## src/rtl/alu_pkg.sv

```systemverilog
// Shared ALU datapath definitions: multiplier state encoding and sizing constants.
package alu_pkg;

    localparam int MUL_WIDTH = 32;
    localparam int MUL_CNT_W = 5;
    localparam logic [MUL_CNT_W-1:0] MUL_LAST = 5'd31;

    typedef enum logic [1:0] {
        IDLE,
        BUSY,
        DONE
    } mul_state_t;

endpackage

```

## src/rtl/shift_add_multiplier_if.sv

```systemverilog
// Operand/product valid-ready bundle for the shift-add multiplier.
interface shift_add_multiplier_if;
    import alu_pkg::*;

    logic                     in_valid;
    logic                     in_ready;
    logic [MUL_WIDTH-1:0]     a;
    logic [MUL_WIDTH-1:0]     b;
    logic                     out_valid;
    logic                     out_ready;
    logic [2*MUL_WIDTH-1:0]   product;

    modport master (
        output in_valid, a, b, out_ready,
        input  in_ready, out_valid, product
    );

    modport slave (
        input  in_valid, a, b, out_ready,
        output in_ready, out_valid, product
    );

endinterface

```

## src/rtl/adder32.sv

```systemverilog
// Fixed-width 32-bit ripple adder with carry-in and carry-out.
module adder32 (
    input  logic [31:0] a,
    input  logic [31:0] b,
    input  logic        c0,
    output logic [31:0] s,
    output logic        carry
);

    assign {carry, s} = {1'b0, a} + {1'b0, b} + {32'd0, c0};

endmodule

```

## src/rtl/shift_add_multiplier.sv

```systemverilog
// Unsigned 32x32->64 multiplier: one adder32 partial-product add per cycle,
// 32 BUSY cycles, result held in DONE until the consumer takes it.
module shift_add_multiplier
    import alu_pkg::*;
#(
    parameter int WIDTH = MUL_WIDTH
) (
    input  logic                   clk,
    input  logic                   rst,
    shift_add_multiplier_if.slave  bus
);

    mul_state_t             state;
    logic [WIDTH-1:0]       acc_hi;
    logic [WIDTH-1:0]       acc_lo;
    logic [WIDTH-1:0]       mcand;
    logic [MUL_CNT_W-1:0]   count;
    logic                   in_ready_q;
    logic                   out_valid_q;
    logic [2*WIDTH-1:0]     product_q;

    logic [WIDTH-1:0]       addend;
    logic [WIDTH-1:0]       sum;
    logic                   c;

    assign addend = mcand & {WIDTH{acc_lo[0]}};

    adder32 u_add (
        .a     (acc_hi),
        .b     (addend),
        .c0    (1'b0),
        .s     (sum),
        .carry (c)
    );

    assign bus.in_ready  = in_ready_q;
    assign bus.out_valid = out_valid_q;
    assign bus.product   = product_q;

    always_ff @(posedge clk or posedge rst) begin
        if (rst) begin
            state       <= IDLE;
            acc_hi      <= '0;
            acc_lo      <= '0;
            mcand       <= '0;
            count       <= '0;
            in_ready_q  <= 1'b1;
            out_valid_q <= 1'b0;
            product_q   <= '0;
        end else begin
            case (state)
                IDLE: begin
                    if (bus.in_valid) begin
                        state      <= BUSY;
                        acc_hi     <= '0;
                        acc_lo     <= bus.b;
                        mcand      <= bus.a;
                        count      <= '0;
                        in_ready_q <= 1'b0;
                    end
                end
                BUSY: begin
                    // Carry-out enters the top bit so no product bit is ever lost.
                    acc_hi <= {c, sum[WIDTH-1:1]};
                    acc_lo <= {sum[0], acc_lo[WIDTH-1:1]};
                    count  <= count + 5'd1;
                    if (count == MUL_LAST) begin
                        state       <= DONE;
                        out_valid_q <= 1'b1;
                        product_q   <= {c, sum, acc_lo[WIDTH-1:1]};
                    end
                end
                DONE: begin
                    if (bus.out_ready) begin
                        state       <= IDLE;
                        out_valid_q <= 1'b0;
                        product_q   <= '0;
                        in_ready_q  <= 1'b1;
                    end
                end
                default: begin
                    state       <= IDLE;
                    in_ready_q  <= 1'b1;
                    out_valid_q <= 1'b0;
                    product_q   <= '0;
                end
            endcase
        end
    end

endmodule

```

## src/flat_wrapper.sv

```systemverilog
// flat-port wrapper written by rule: the top's interface ports become plain ports
module shift_add_multiplier_flat import alu_pkg::*;
#(
    parameter int WIDTH = MUL_WIDTH
)
  (clk, rst, bus_in_valid, bus_a, bus_b, bus_out_ready, bus_in_ready, bus_out_valid, bus_product);
  shift_add_multiplier_if bus_i ();
  input  logic clk;
  input  logic rst;
  input wire logic [$bits(bus_i.in_valid)-1:0] bus_in_valid;
  input wire logic [$bits(bus_i.a)-1:0] bus_a;
  input wire logic [$bits(bus_i.b)-1:0] bus_b;
  input wire logic [$bits(bus_i.out_ready)-1:0] bus_out_ready;
  output wire logic [$bits(bus_i.in_ready)-1:0] bus_in_ready;
  output wire logic [$bits(bus_i.out_valid)-1:0] bus_out_valid;
  output wire logic [$bits(bus_i.product)-1:0] bus_product;
  assign bus_i.in_valid = bus_in_valid;
  assign bus_i.a = bus_a;
  assign bus_i.b = bus_b;
  assign bus_i.out_ready = bus_out_ready;
  assign bus_in_ready = bus_i.in_ready;
  assign bus_out_valid = bus_i.out_valid;
  assign bus_product = bus_i.product;
  shift_add_multiplier #(.WIDTH(WIDTH)) u_core (.clk(clk), .rst(rst), .bus(bus_i));
endmodule
```

## config.mk

```make
export PLATFORM = sky130hd
export DESIGN_NAME = shift_add_multiplier_flat
export DESIGN_NICKNAME = d
export VERILOG_FILES = /design/src/rtl/alu_pkg.sv /design/src/rtl/shift_add_multiplier_if.sv /design/src/rtl/adder32.sv /design/src/rtl/shift_add_multiplier.sv /design/src/flat_wrapper.sv
export SDC_FILE = /design/constraint.sdc
export NUM_CORES = 1
export LEC_CHECK = 0
export CAP_MARGIN = 20
export CORE_ASPECT_RATIO = 1.5
export CORE_MARGIN = 1
export CORE_UTILIZATION = 35
export CTS_CLUSTER_SIZE = 24
export DETAILED_ROUTE_END_ITERATION = 16
export GPL_TIMING_DRIVEN = 0
export PLACE_DENSITY = 0.67
export SLEW_MARGIN = 20
export SYNTH_ARGS = -nofsm -noshare
export SYNTH_HDL_FRONTEND = slang
export SYNTH_SLANG_ARGS = --single-unit
```

## constraint.sdc

```tcl
create_clock -name clk -period 5.9 [get_ports clk]
set_clock_uncertainty 0.15 [all_clocks]
set_input_delay 1.475 -clock clk [delete_from_list [all_inputs] [get_ports clk]]
set_output_delay 1.475 -clock clk [all_outputs]
set_load 0.01 [all_outputs]
```

### Word level (Yosys, flattened, before mapping)

Index checks and enable logic that the tools add are counted.

* $add $sub $neg: 2
* magnitude comparators: 0
* equality and inequality tests: 6
* bitwise logic cells: 3
* multipliers: 0
* mux-type cells: 19
* div/mod/pow operators: 0
* reduce and logical (&&, ||, !) cells: 7
* shifts and indexed selects: 0

Operators by type and width (count)
* 64-bit one-hot mux with 3 select lines: 1
* 64-bit two-way mux: 2
* 32-bit one-hot mux with 2 select lines: 2
* 32-bit two-way mux: 2
* 32-bit by 32-bit adder with 33-bit output: 1
* 32-bit AND: 1
* 5-bit one-hot mux with 2 select lines: 1
* 3-bit AND reduction: 3
* 2-bit two-way mux: 3
* 1-bit one-hot mux with 3 select lines: 2
* 2-bit one-hot mux with 3 select lines: 1
* 5-bit by 1-bit adder with 5-bit output, second input constant: 1
* 5-bit == test, second input constant: 1
* 5-bit two-way mux: 1
* 1-bit two-way mux: 4
* 2-bit inequality test, second input constant: 2
* 2-bit AND reduction: 2
* 2-bit by 1-bit == test with 1-bit output, second input constant: 1
* 2-bit == test, second input constant: 1
* 2-bit logical NOT: 1
* 2-bit by 1-bit inequality test with 1-bit output, second input constant: 1
* 1-bit NOT: 2
* 2-bit nonzero test: 1

* output and inout bits: 66
* memories kept: 0
* flip-flop bits (word level): 169
* bits in latches: 0
* memory bits (writable): 0
* memory bits (read-only): 0

### Depth between registers and ports, before layout

* depth in word-level cells: 4
* mapped depth: 12

### Modules after synthesis

A second synthesis with hierarchy kept.

* cells, all modules: 901
* area total of the unflattened synthesis: 9088.7 um^2

Modules (own cells, without submodules)
* shift_add_multiplier: cells each 649, area each 7292.0 um^2, instances 1
* adder32: cells each 252, area each 1796.7 um^2, instances 1

### Worst setup path before layout

Ideal clock, no wire load.

* kind: reg-to-reg
* start: register u_core.acc_lo[0]
* end: register u_core.acc_hi[27]
* data arrival time: 2.918 ns
* cell stages (with the launch flop): 13
* path slack: 2.711 ns
* path through: dfrtp_1 > and2_1 > ha_1 > inv_1 > fa_1 > and2b_2 > o2111ai_2 > a32oi_2 > or4b_2 > a21oi_1 > nor2_1 > xnor2_1 > a22o_1

* longest elaborated chain between the ends: 3

RTL lines
* from (decl): RTL line shift_add_multiplier.sv:15 `logic [WIDTH-1:0] acc_lo;`
* from (signal assigned): RTL line shift_add_multiplier.sv:56 `acc_lo <= bus.b;`
* from (signal assigned): RTL line shift_add_multiplier.sv:65 `acc_lo <= {sum[0], acc_lo[WIDTH-1:1]};`
* 32-bit AND: RTL line shift_add_multiplier.sv:26 `assign addend = mcand & {WIDTH{acc_lo[0]}};`
* 32-bit by 32-bit adder with 33-bit output: RTL line adder32.sv:10 `assign {carry, s} = {1'b0, a} + {1'b0, b} + {32'd0, c0};`
* 32-bit one-hot mux with 2 select lines: RTL line shift_add_multiplier.sv:51 `case (state)`
* to (signal assigned): RTL line shift_add_multiplier.sv:64 `acc_hi <= {c, sum[WIDTH-1:1]};`
* to (decl): RTL line shift_add_multiplier.sv:14 `logic [WIDTH-1:0] acc_hi;`

Every way passes these cells.
A chain may end at the register's enable or synchronous reset.

### Final worst setup path

Ends and elaborated chain as after synthesis.

==> flow_summary.rst <==
.. list-table::
   :header-rows: 1

   * - Metric
     - Value
   * - Outcome
     - completed
   * - Worst setup path startpoint
     - u_core.acc_lo[0]
   * - Fraction of layout cells with a size suffix above 1
     - under 10%
   * - Starting density of the core
     - 35.6%
   * - Proportion of netlist area held by the largest area contributor
     - around half
   * - Library cell with the largest summed area after synthesis
     - dfrtp_1
   * - Insertion delay to the later sink of the worst-skew pair
     - 0.43 ns
   * - Post-synthesis instance area
     - 0.00839 sq mm
   * - Clock period minus worst slack
     - around 4 ns
   * - Core Rows
     - just under 70
   * - Dominant register cell in the synthesized netlist
     - dfrtp_1
   * - Element type at the critical path start
     - flop
   * - Diodes inserted
     - 0
   * - Worst hold slack after final layout
     - 0.317 ns
   * - Normalized max-slew margin
     - 51.5%
   * - RSZ-0062 raised after global routing
     - no
   * - Ports
     - roughly 130
   * - Cts bufs inserted
     - 17
   * - Leading cell types by total area after synthesis
     - dfrtp_1 (50%), nand2_1 (11%), a22o_1 (6.3%), ha_1 (5.1%), a22oi_1 (2.7%)
   * - Cells on worst reg2reg path
     - 11
   * - DP Wirelength
     - between 15 and 20 mm
   * - Number of enable-type register cells in the synthesized netlist
     - 0
   * - Most instantiated library cell after synthesis
     - nand2_1
   * - Syn_area_per_cell
     - between 9 and 10 sq um
   * - Proportion of power drawn by flip-flops and latches
     - approximately 31%
   * - Clock group share of total power
     - a little under a fifth
   * - Maximum count of clock buffers along a single path
     - 2
   * - Number of global-route vias before repair
     - approximately 7200
   * - Clock transition time at the flip-flop clock pins of the worst setup and hold paths
     - about 0.060 ns
   * - Most common library cells after synthesis
     - nand2_1 (240), dfrtp_1 (168), a22o_1 (60)
   * - Number of antenna violations at the first check in global routing
     - 0
   * - Hold/Removal Path Class
     - flop to flop
   * - TritonCTS clock tree
     - yes
   * - PortBufs
     - between 100 and 150
   * - Die width
     - 128 microns
   * - Largest net degree at the start of global routing
     - 35
   * - Via count
     - 7063
   * - Ys async rst share
     - 100%
   * - Die height
     - roughly 190 microns
   * - Floorplan die area
     - 0.0246 sq mm
   * - Setup CP Type
     - flop to flop
   * - Hold-fix buffers at CTS
     - 0
   * - First-pass GRT wire length
     - 37.0 mm
   * - Data required time at the worst endpoint
     - a little over 6 ns
   * - Pre-antenna DRT Iters
     - 7
   * - Number of instances resized during post-cts repair
     - 0
   * - Endpoint type of the worst setup path
     - flop
   * - Final-layout fill cell count
     - 2257
   * - Number of buffers added for setup after CTS
     - 0
   * - Worst Hold Path Cells
     - 2
   * - Synth Net Count
     - between 900 and 1000
   * - Number of endpoints failing setup at the final stage
     - 0
   * - Proportion of synthesized chip area in sequential cells
     - roughly 50%
   * - Arrival time of data at the critical path endpoint
     - 4.18 ns
   * - VDD IR max
     - 0.257 mV
   * - Core ar.
     - 0.0236 sq mm
   * - Largest fanout on the critical path
     - 10
   * - Number of nets at the end of the flow
     - between 1000 and 1500
   * - Total Wirelength
     - approximately 23 mm
   * - Number of violations reported at the end of detailed-routing iteration 0
     - 331
   * - Yosys warning total
     - 0
   * - Final count of hold timing violations
     - 0
   * - Least-Margin Pin Slew
     - 0.727 ns
   * - Number of clock sinks seen by CTS
     - 169
   * - Count of maximum capacitance violations
     - 0
   * - Power density over the cells
     - 591 mW/mm^2
   * - Relative area change from synthesis to final layout
     - 29.1%
   * - Internal power
     - 3.83 mW
   * - Fraction of the cycle the final worst path needs
     - just under 70%
   * - DRC errors left
     - 0
   * - Maximum achievable frequency
     - 249 MHz
   * - Share of power burned in combinational logic
     - 50.6%
   * - Post-Syn Instances
     - 877
   * - Placer congestion estimate
     - 0.896
   * - Cell chosen for the clock root
     - clkbuf_16
   * - Beginning of the worst register-to-register path
     - u_core.acc_lo[0]
   * - Power spent charging and discharging nets
     - 2.57 mW
   * - Static leakage power
     - 4.95 nW
   * - Unique cell type count in the Yosys netlist
     - 72
   * - Tot GR Track Use
     - between 10% and 20%
   * - Fraction of power spent switching nets
     - between 40% and 50%
   * - Origin of the worst min-delay path
     - u_core.mcand[0]
   * - Number of register bits inferred by synthesis
     - 169
   * - Total overflow reported by the global router
     - 0
   * - Routed via count divided by cell count
     - 5.18
   * - Fin. max-slew vios
     - 0
   * - H-Tree Level Count
     - 4
   * - Count of antenna-violating nets left after detailed routing
     - 0
   * - Routed WL per cell
     - 17.0 microns
   * - Total Neg Setup Slack
     - 0 ns
-- power groups by stage --
stage	registers, mW	clock network [mW]	logic [mW]
2_1_floorplan	1.96	0	2.25
3_3_place_gp	1.99	0	3.15
3_5_place_dp	2.00	0	3.23
4_1_cts	1.99	1.20	3.24
5_1_grt	2.04	1.25	3.60
6_report	1.99	1.18	3.24
-- sequential cells by signal (all words and copies together) (netlist names) --
| register | flops |
|---|---|
| u_core.count | 5 |
| u_core.state | 2 |
| u_core.acc_lo | 32 |
| u_core.mcand | 32 |
| u_core.acc_hi | 32 |
| u_core.bus.out_valid | 1 |
| u_core.bus.product | 64 |
| u_core.bus.in_ready | 1 |
-- path summary, 6_finish.rpt --
kind	to	slack (ns)
setup / recovery	u_core.acc_hi[27]	1.89
hold / removal	u_core.mcand[0]	0.32
hold reg to reg	u_core.mcand[0]	0.32
max in group asynchronous	u_core.bus.in_ready	3.50
min in group asynchronous	u_core.bus.product[39]	1.29
setup reg to reg	u_core.acc_hi[27]	1.89
-- area by class of cell --
| class | instances | area [sq um] | share of cell area, % |
|---|---|---|---|
| buffer | 52 | 253 | 2.33 |
| tap | 319 | 399 | 3.68 |
| sequential | 169 | 4230 | 39.1 |
| multi-input combinational | 643 | 3860 | 35.6 |
| clock inverter | 8 | 144 | 1.33 |
| clock buffer | 22 | 464 | 4.29 |
| timing repair buffer | 138 | 1430 | 13.2 |
| inverter | 13 | 52.6 | 0.485 |
-- layout by cell type, fill, tap and decap left out, types with 4 or more instances in the layout --
master	synthesis	final
a211oi_1	4	4
clkbuf_1	37	40
clkbuf_8	3	5
ha_1	34	34
xor2_1	10	10
buf_1	6	6
o21ai_0	41	41
xnor2_1	14	14
clkbuf_16	0	17
a22o_1	60	60
bufinv_16	0	4
and2_1	31	31
inv_1	13	12
nor3_1	8	8
a31oi_1	8	8
o21a_1	11	11
a21o_1	10	10
a21oi_1	34	34
nor2_1	31	31
buf_12	0	5
nand2_1	240	240
a22oi_1	30	30
nand4_1	7	7
clkdlybuf4s50_1	0	133
nand3_1	11	11
dfrtp_1	168	168
-- cells by family after synthesis --
| logic type | Yosys count | share of synthesized area, % |
|---|---|---|
| AND/OR/NAND/NOR | 351 | 18.2 |
| AO/OA/AOI/OAI | 231 | 19.8 |
| flip-flops | 169 | 50.4 |
| buffers and inverters | 65 | 3.59 |
| adder cells (fa/ha/maj) | 35 | 5.31 |
| XOR/XNOR | 24 | 2.51 |
| multiplexers | 2 | 0.254 |
-- critical path, cell delays in order (launching register included) --
cell and delay, ns:
dfrtp_1 0.51, clkbuf_1 0.44, nand2_1 0.18, fa_1 0.44, and2b_2 0.25, o2111ai_2 0.14
a32oi_2 0.30, or4b_2 0.69, a21oi_1 0.31, nor2_1 0.09, xnor2_1 0.16, a22o_1 0.23
-- layer usage --
metal | track usage [%] | part of all wire (%) | vias up
met5 | 0 | 0 | -
met4 | 12.4 | 5.0 | 0
met3 | 4.37 | 5.0 | 66
met2 | 34.1 | 50 | 193
met1 | 22.0 | 40 | 3426
li1 | - | - | 3378
-- metrics by stage --
| stage | instances | utilization (%) | total power, mW | setup slack (ns) | area (sq um) |
|---|---|---|---|---|---|
| after floorplan | 877 | - | 4.22 | 2.12 | 8390 |
| final | 1364 | 46.0 | 6.41 | 1.89 | 10800 |
| after global routing | 1364 | 46.0 | 6.89 | 1.73 | 10800 |
| after global placement | 1329 | 43.0 | 5.14 | 0.648 | 10100 |
| after detailed placement | 1334 | 43.4 | 5.23 | 1.86 | 10200 |
| after CTS | 1364 | 46.0 | 6.43 | 1.89 | 10800 |
(Power assumes the default switching activity.)
